[src/rtl/id_ex_pipe_pkg.sv]
// -----------------------------------------------------------------------------
// id_ex_pipe_pkg
// Shared definitions for the ID/EX pipeline boundary:
//   - NOP_INSTR : canonical NOP (addi x0, x0, 0) presented when EX side is idle
//   - state_e   : occupancy state of the ID/EX boundary (EMPTY / FULL / SKID)
//   - rd_gate() : write-enable qualification helper (x0 is never written)
// -----------------------------------------------------------------------------
package id_ex_pipe_pkg;

  localparam logic [31:0] NOP_INSTR = 32'h0000_0013;

  typedef enum logic [1:0] {
    ST_EMPTY = 2'b00,
    ST_FULL  = 2'b01,
    ST_SKID  = 2'b10
  } state_e;

  // Register write enable is meaningless for x0, so it is dropped at capture.
  function automatic logic rd_gate(input logic reg_enable, input logic rd_is_zero);
    return reg_enable & ~rd_is_zero;
  endfunction

endpackage

[src/rtl/id_ex_pipe_reg.sv]
// -----------------------------------------------------------------------------
// pipeline_reg_en
// Width-parametrised payload register with load enable and synchronous clear.
// Clear has priority over load; the clear value is a parameter so the main
// entry can clear to a NOP payload while the skid entry clears to zero.
// Ports:
//   clk   in   clock
//   clr   in   synchronous clear (loads CLR_VAL)
//   en    in   load enable (loads d)
//   d     in   W-bit next payload
//   q     out  W-bit held payload (registered)
// -----------------------------------------------------------------------------
module pipeline_reg_en #(
  parameter int           W       = 8,
  parameter logic [W-1:0] CLR_VAL = {W{1'b0}}
) (
  input  logic         clk,
  input  logic         clr,
  input  logic         en,
  input  logic [W-1:0] d,
  output logic [W-1:0] q
);

  logic [W-1:0] data_d;
  logic [W-1:0] data_q;

  // Next payload: clear beats load, otherwise hold.
  always_comb begin
    data_d = data_q;
    if (clr) begin
      data_d = CLR_VAL;
    end else if (en) begin
      data_d = d;
    end else begin
      data_d = data_q;
    end
  end

  // Payload storage.
  always_ff @(posedge clk) begin
    data_q <= data_d;
  end

  assign q = data_q;

endmodule

[src/rtl/id_ex_pipe.sv]
// -----------------------------------------------------------------------------
// id_ex_pipe
// ID -> EX pipeline register with a one-entry skid buffer so that id_ready is
// a flop output rather than a combinational function of ex_ready.
// Ports:
//   clk, reset                       clock, synchronous active-high reset
//   id_valid / id_ready              ID-side handshake (id_ready registered)
//   id_instr, id_addr, op1, op2      XLEN-bit decoded fields from ID
//   rd_addr, reg_enable              destination register and write enable
//   flush                            drop every held entry (redirect)
//   ex_valid / ex_ready              EX-side handshake (ex_valid registered)
//   ex_instr, ex_addr, ex_op1, ex_op2, ex_rd_addr, ex_reg_enable
//                                    registered copies of the ID fields;
//                                    NOP / zero whenever ex_valid is low
// -----------------------------------------------------------------------------
module id_ex_pipe
  import id_ex_pipe_pkg::*;
#(
  parameter int XLEN = 32,
  parameter int RD_W = 5
) (
  input  logic            clk,
  input  logic            reset,
  input  logic            id_valid,
  output logic            id_ready,
  input  logic [XLEN-1:0] id_instr,
  input  logic [XLEN-1:0] id_addr,
  input  logic [XLEN-1:0] op1,
  input  logic [XLEN-1:0] op2,
  input  logic [RD_W-1:0] rd_addr,
  input  logic            reg_enable,
  input  logic            flush,
  output logic            ex_valid,
  input  logic            ex_ready,
  output logic [XLEN-1:0] ex_instr,
  output logic [XLEN-1:0] ex_addr,
  output logic [XLEN-1:0] ex_op1,
  output logic [XLEN-1:0] ex_op2,
  output logic [RD_W-1:0] ex_rd_addr,
  output logic            ex_reg_enable
);

  localparam int PW = 4*XLEN + RD_W + 1;
  localparam logic [XLEN-1:0] NOP_X    = XLEN'(NOP_INSTR);
  localparam logic [PW-1:0]   MAIN_CLR = {NOP_X, {(3*XLEN+RD_W+1){1'b0}}};
  localparam logic [PW-1:0]   SKID_CLR = {PW{1'b0}};

  state_e        state_q;
  state_e        state_d;
  logic          id_ready_q;
  logic          id_ready_d;
  logic          ex_valid_q;
  logic          ex_valid_d;

  logic          in_fire_s;
  logic          out_fire_s;
  logic          main_load_s;
  logic          main_clr_s;
  logic          main_from_skid_s;
  logic          skid_load_s;
  logic          skid_clr_s;

  logic [PW-1:0] payload_in_s;
  logic [PW-1:0] main_in_s;
  logic [PW-1:0] main_q;
  logic [PW-1:0] skid_q;

  assign in_fire_s  = id_valid & id_ready_q;
  assign out_fire_s = ex_valid_q & ex_ready;

  // Write enable is qualified here so the held copy already reflects x0.
  assign payload_in_s = {id_instr, id_addr, op1, op2, rd_addr,
                         rd_gate(reg_enable, (rd_addr == {RD_W{1'b0}}))};

  // State and handshake flops.
  always_ff @(posedge clk) begin
    if (reset) begin
      state_q    <= ST_EMPTY;
      id_ready_q <= 1'b1;
      ex_valid_q <= 1'b0;
    end else begin
      state_q    <= state_d;
      id_ready_q <= id_ready_d;
      ex_valid_q <= ex_valid_d;
    end
  end

  // Next-state: occupancy transitions, flush overrides all of them.
  always_comb begin
    state_d = state_q;
    case (state_q)
      ST_EMPTY: begin
        if (in_fire_s) state_d = ST_FULL;
        else           state_d = ST_EMPTY;
      end
      ST_FULL: begin
        if (in_fire_s && out_fire_s)  state_d = ST_FULL;
        else if (in_fire_s)           state_d = ST_SKID;
        else if (out_fire_s)          state_d = ST_EMPTY;
        else                          state_d = ST_FULL;
      end
      ST_SKID: begin
        if (out_fire_s) state_d = ST_FULL;
        else            state_d = ST_SKID;
      end
      default: state_d = ST_EMPTY;
    endcase
    if (flush) begin
      state_d = ST_EMPTY;
    end else begin
      state_d = state_d;
    end
  end

  // Outputs of the FSM: next handshake values and storage controls.
  always_comb begin
    id_ready_d       = (state_d != ST_SKID);
    ex_valid_d       = (state_d != ST_EMPTY);
    main_load_s      = 1'b0;
    main_from_skid_s = 1'b0;
    skid_load_s      = 1'b0;
    case (state_q)
      ST_EMPTY: begin
        main_load_s = in_fire_s;
      end
      ST_FULL: begin
        main_load_s = in_fire_s & out_fire_s;
        skid_load_s = in_fire_s & ~out_fire_s;
      end
      ST_SKID: begin
        main_load_s      = out_fire_s;
        main_from_skid_s = 1'b1;
      end
      default: begin
        main_load_s = 1'b0;
      end
    endcase
    // An empty EX side must present the NOP payload, so clear main whenever
    // the boundary is about to become empty (drain or flush).
    main_clr_s = reset | (state_d == ST_EMPTY);
    skid_clr_s = reset | flush;
  end

  assign main_in_s = main_from_skid_s ? skid_q : payload_in_s;

  pipeline_reg_en #(
    .W       (PW),
    .CLR_VAL (MAIN_CLR)
  ) u_main_reg (
    .clk (clk),
    .clr (main_clr_s),
    .en  (main_load_s),
    .d   (main_in_s),
    .q   (main_q)
  );

  pipeline_reg_en #(
    .W       (PW),
    .CLR_VAL (SKID_CLR)
  ) u_skid_reg (
    .clk (clk),
    .clr (skid_clr_s),
    .en  (skid_load_s),
    .d   (payload_in_s),
    .q   (skid_q)
  );

  assign id_ready      = id_ready_q;
  assign ex_valid      = ex_valid_q;
  assign ex_instr      = main_q[PW-1        -: XLEN];
  assign ex_addr       = main_q[PW-1-XLEN   -: XLEN];
  assign ex_op1        = main_q[PW-1-2*XLEN -: XLEN];
  assign ex_op2        = main_q[PW-1-3*XLEN -: XLEN];
  assign ex_rd_addr    = main_q[RD_W:1];
  assign ex_reg_enable = main_q[0];

endmodule

[config.mk]
export PLATFORM = sky130hd
export DESIGN_NAME = id_ex_pipe
export DESIGN_NICKNAME = d
export VERILOG_FILES = /design/src/rtl/id_ex_pipe_pkg.sv /design/src/rtl/id_ex_pipe_reg.sv /design/src/rtl/id_ex_pipe.sv
export SDC_FILE = /design/constraint.sdc
export NUM_CORES = 1
export LEC_CHECK = 0
export BUFFER_PORTS_ARGS = -buffer_cell sky130_fd_sc_hd__clkbuf_2
export CAP_MARGIN = 40
export CORE_MARGIN = 4
export CORE_UTILIZATION = 40
export CTS_CLUSTER_DIAMETER = 200
export DETAILED_ROUTE_END_ITERATION = 7
export PLACE_DENSITY_LB_ADDON = 0.05
export SLEW_MARGIN = 30
export SYNTH_ARGS = -nofsm -noshare
export SYNTH_HDL_FRONTEND = slang
export SYNTH_SLANG_ARGS = --single-unit
export TNS_END_PERCENT = 20
[constraint.sdc]
create_clock -name clk -period 3.04 [get_ports clk]
set_input_delay 0.456 -clock clk [delete_from_list [all_inputs] [get_ports clk]]
set_output_delay 0.456 -clock clk [all_outputs]
set_load 0.02 [all_outputs]
==> results.yml <==
floorplan:
  initial_core_util_pct: 40.9
  pin_count: 275
  fp.dieW_um: 177
  design.die.area_mm2: 0.0313
  core-area_mm2: 0.0279
  die_h_um: 177
  fp-row-count: 61
routing:
  routed_wl_um: 31400
  top_layer_used: "met4"
  wire_per_inst_um: 15.9
  route.met3.wl_um: 2480
  vias: 9792
  drt_iter0_drc: 545
  drtPass1Iterations: 5
  wl_met2_um: 13900
  drt-met1-wl_um: 14200
  drc: 0
  drt.antenna.violating_nets: 0
  via_per_inst: 4.97
timing:
  finalCritPeriodShare_pct: 77.7
  period_minus_slack_ns: 2.36
  finClkSkew_ns: 0.00972
  setup_slack_ns: 0.679
  fmax_ghz: 0.423
  setup-violations-final: 0
  maxSlewHeadroom_pct: 51.8
  worst_pin_slew_ns: 0.722
  finalHoldViolCount: 0
  setup_tns_ns: 0
  rsz0062_at_grt: "no"
  holdWs_ns: 0.145
  drv_slew: 0
worst_setup_path:
  crit_start: "ex_valid"
  ff2ff_setup_slack_ns: 0.68
  worstSetupEndpoint: "u_main_reg.q[65]"
  cp_data_arrival_time_ns: 2.81
  endpoint_kind: "flop"
  rr_endpoint: "u_main_reg.q[65]"
  crit_fanout: 40
  crit_required_ns: 3.49
  r2r-start: "ex_valid"
  cp-start-kind: "flop"
  criticalPathCategory: "flop to flop"
  worst-r2r-cell-count: 6
clocking:
  cts_root_buf: "clkbuf_16"
  ctsResizeCount: 0
  cts_hold_buf: 0
  post-cts-setup-buffers: 0
  cts_sinks: 272
  clk_pin_slew_worst_paths_ns: 0.06
  h-tree-depth: 1
  clk_latency_ns: 0.54
  cts_buffer_depth: 3
  numCtsBuffers: 30
  cts_tree: "built"
status:
  status: "completed"
synthesis:
  synth_edf_count: 0
  yosysTopAreaCell: "dfxtp_1"
  synth.area.top_cells: "dfxtp_1 (48%), nand2_1 (18%), a311oi_2 (17%), a21oi_1 (5.9%), nor2_1 (4.5%)"
  yosysTopAreaCellShare_pct: 47.7
  syn_area_mm2: 0.0114
  synth_cell_types: 33
  synthArstFlopShare_pct: 0
  ys.flop_type: "dfxtp_1"
  syn_avg_cell_area_um2: 8.42
  yosysWarnings: 0
  synth_seq_cells: 272
  syn_nets: 1496
  syn_inst: 1356
  ys_seq_area_share_pct: 47.7
global_route:
  grt_max_degree: 137
  grt_pass1_vias: 9222
  grt_overflow_total: 0
  grtUsageTotal_pct: 19.4
  antenna_found_initial: 0
  grt_pass1_wl_um: 49900
finish:
  antenna_cells: 0
  layout.nets: 1709
  layout_commonest_cell: "nand2_1"
  layout-drive-gt1-share_pct: 30.4
  layout_common_cells: "nand2_1 (534), clkbuf_2 (274), dfxtp_1 (272)"
  syn2layout_area_growth_pct: 23.2
placement:
  hpwl_um: 19000
  gp_congestion: 0.727
  post-place-ws_ns: 0.474
  numPortBuffers: 274
worst_hold_path:
  hold_class: "primary input to flop"
power:
  power_density_mw_per_mm2: 572
  max-vdd-ir-drop_mv: 0.421
  p_leak_nw: 5.42
flow_run:
  cap_violations: 0
-- worst min path at each step --
stage                           start           endpoint  cells past startpoint
finish                        op2[11]   u_skid_reg.q[17]                      3
global route                   op2[1]    u_skid_reg.q[7]                      3
CTS                      id_instr[27]  u_skid_reg.q[129]                      3
detailed placement  u_skid_reg.q[118]  u_skid_reg.q[118]                      2
global placement     u_skid_reg.q[66]   u_skid_reg.q[66]                      2
floorplan             u_skid_reg.q[0]    u_skid_reg.q[0]                      2
-- metal layers --
| metal | GRT usage [%] | up-vias |
|---|---|---|
| met1 | 26.3 | 4508 |
| met3 | 5.45 | 49 |
| met2 | 30.9 | 248 |
| met5 | 0 | - |
| met4 | 4.96 | 0 |
| li1 | - | 4987 |
-- Yosys cell counts (2+ instances only) --
cell / number
nand2_1: 534
dfxtp_1: 272
nor2_1: 136
a21oi_1: 135
a311oi_2: 130
clkbuf_1: 63
buf_2: 29
buf_6: 16
buf_1: 8
and3_1: 3
buf_4: 3
o21ai_1: 3
and2_1: 2
inv_1: 2
o211ai_1: 2
-- power breakdown --
part	switching, W	leakage, nW	internal (W)
Clock	0.00143	0.486	0.00213
Sequential	0.0000426	2.20	0.00364
Combinational	0.000537	2.74	0.000269
-- metrics by stage --
step	instances	area, um2	utilization, %	power, W
after floorplan	1356	11400	-	0.00429
after global placement	1914	13100	46.7	0.00456
after detailed placement	1915	13100	46.8	0.00457
after CTS	1971	14100	50.4	0.00817
after global routing	1971	14100	50.4	0.00840
final	1971	14100	50.4	0.00805
-- state kept, by name (all words and copies together), names as in the netlist --
| register | cells |
|---|---|
| ex_valid | 1 |
| u_skid_reg.q | 134 |
| id_ready | 1 |
| u_main_reg.q | 134 |
| state_q | 2 |
-- worst max-delay path, cell delays in order (launching register included) --
cell	delay, ns
dfxtp_1	0.32
and2_1	0.39
ha_1	0.25
a221o_4	0.56
buf_4	0.40
nor2_1	0.09
a311oi_2	0.25
-- final cells by class --
cell class                 count  area (um2)
clock buffer                  50         957
clock inverter                 6        35.0
fill                        2779       13900
inverter                       2        7.51
multi-input combinational    963        5400
sequential                   272        5450
tap                          378         473
timing repair buffer         300        1750
-- kinds of logic after synthesis --
logic type               Yosys count  synth area share (%)
flip-flops                       272                  47.7
buffers and inverters            121                  5.45
adder cells (fa/ha/maj)            1                 0.110
AO/OA/AOI/OAI                    276                  23.7
AND/OR/NAND/NOR                  686                  23.0
Note: power is estimated with default switching activity, not from simulation.
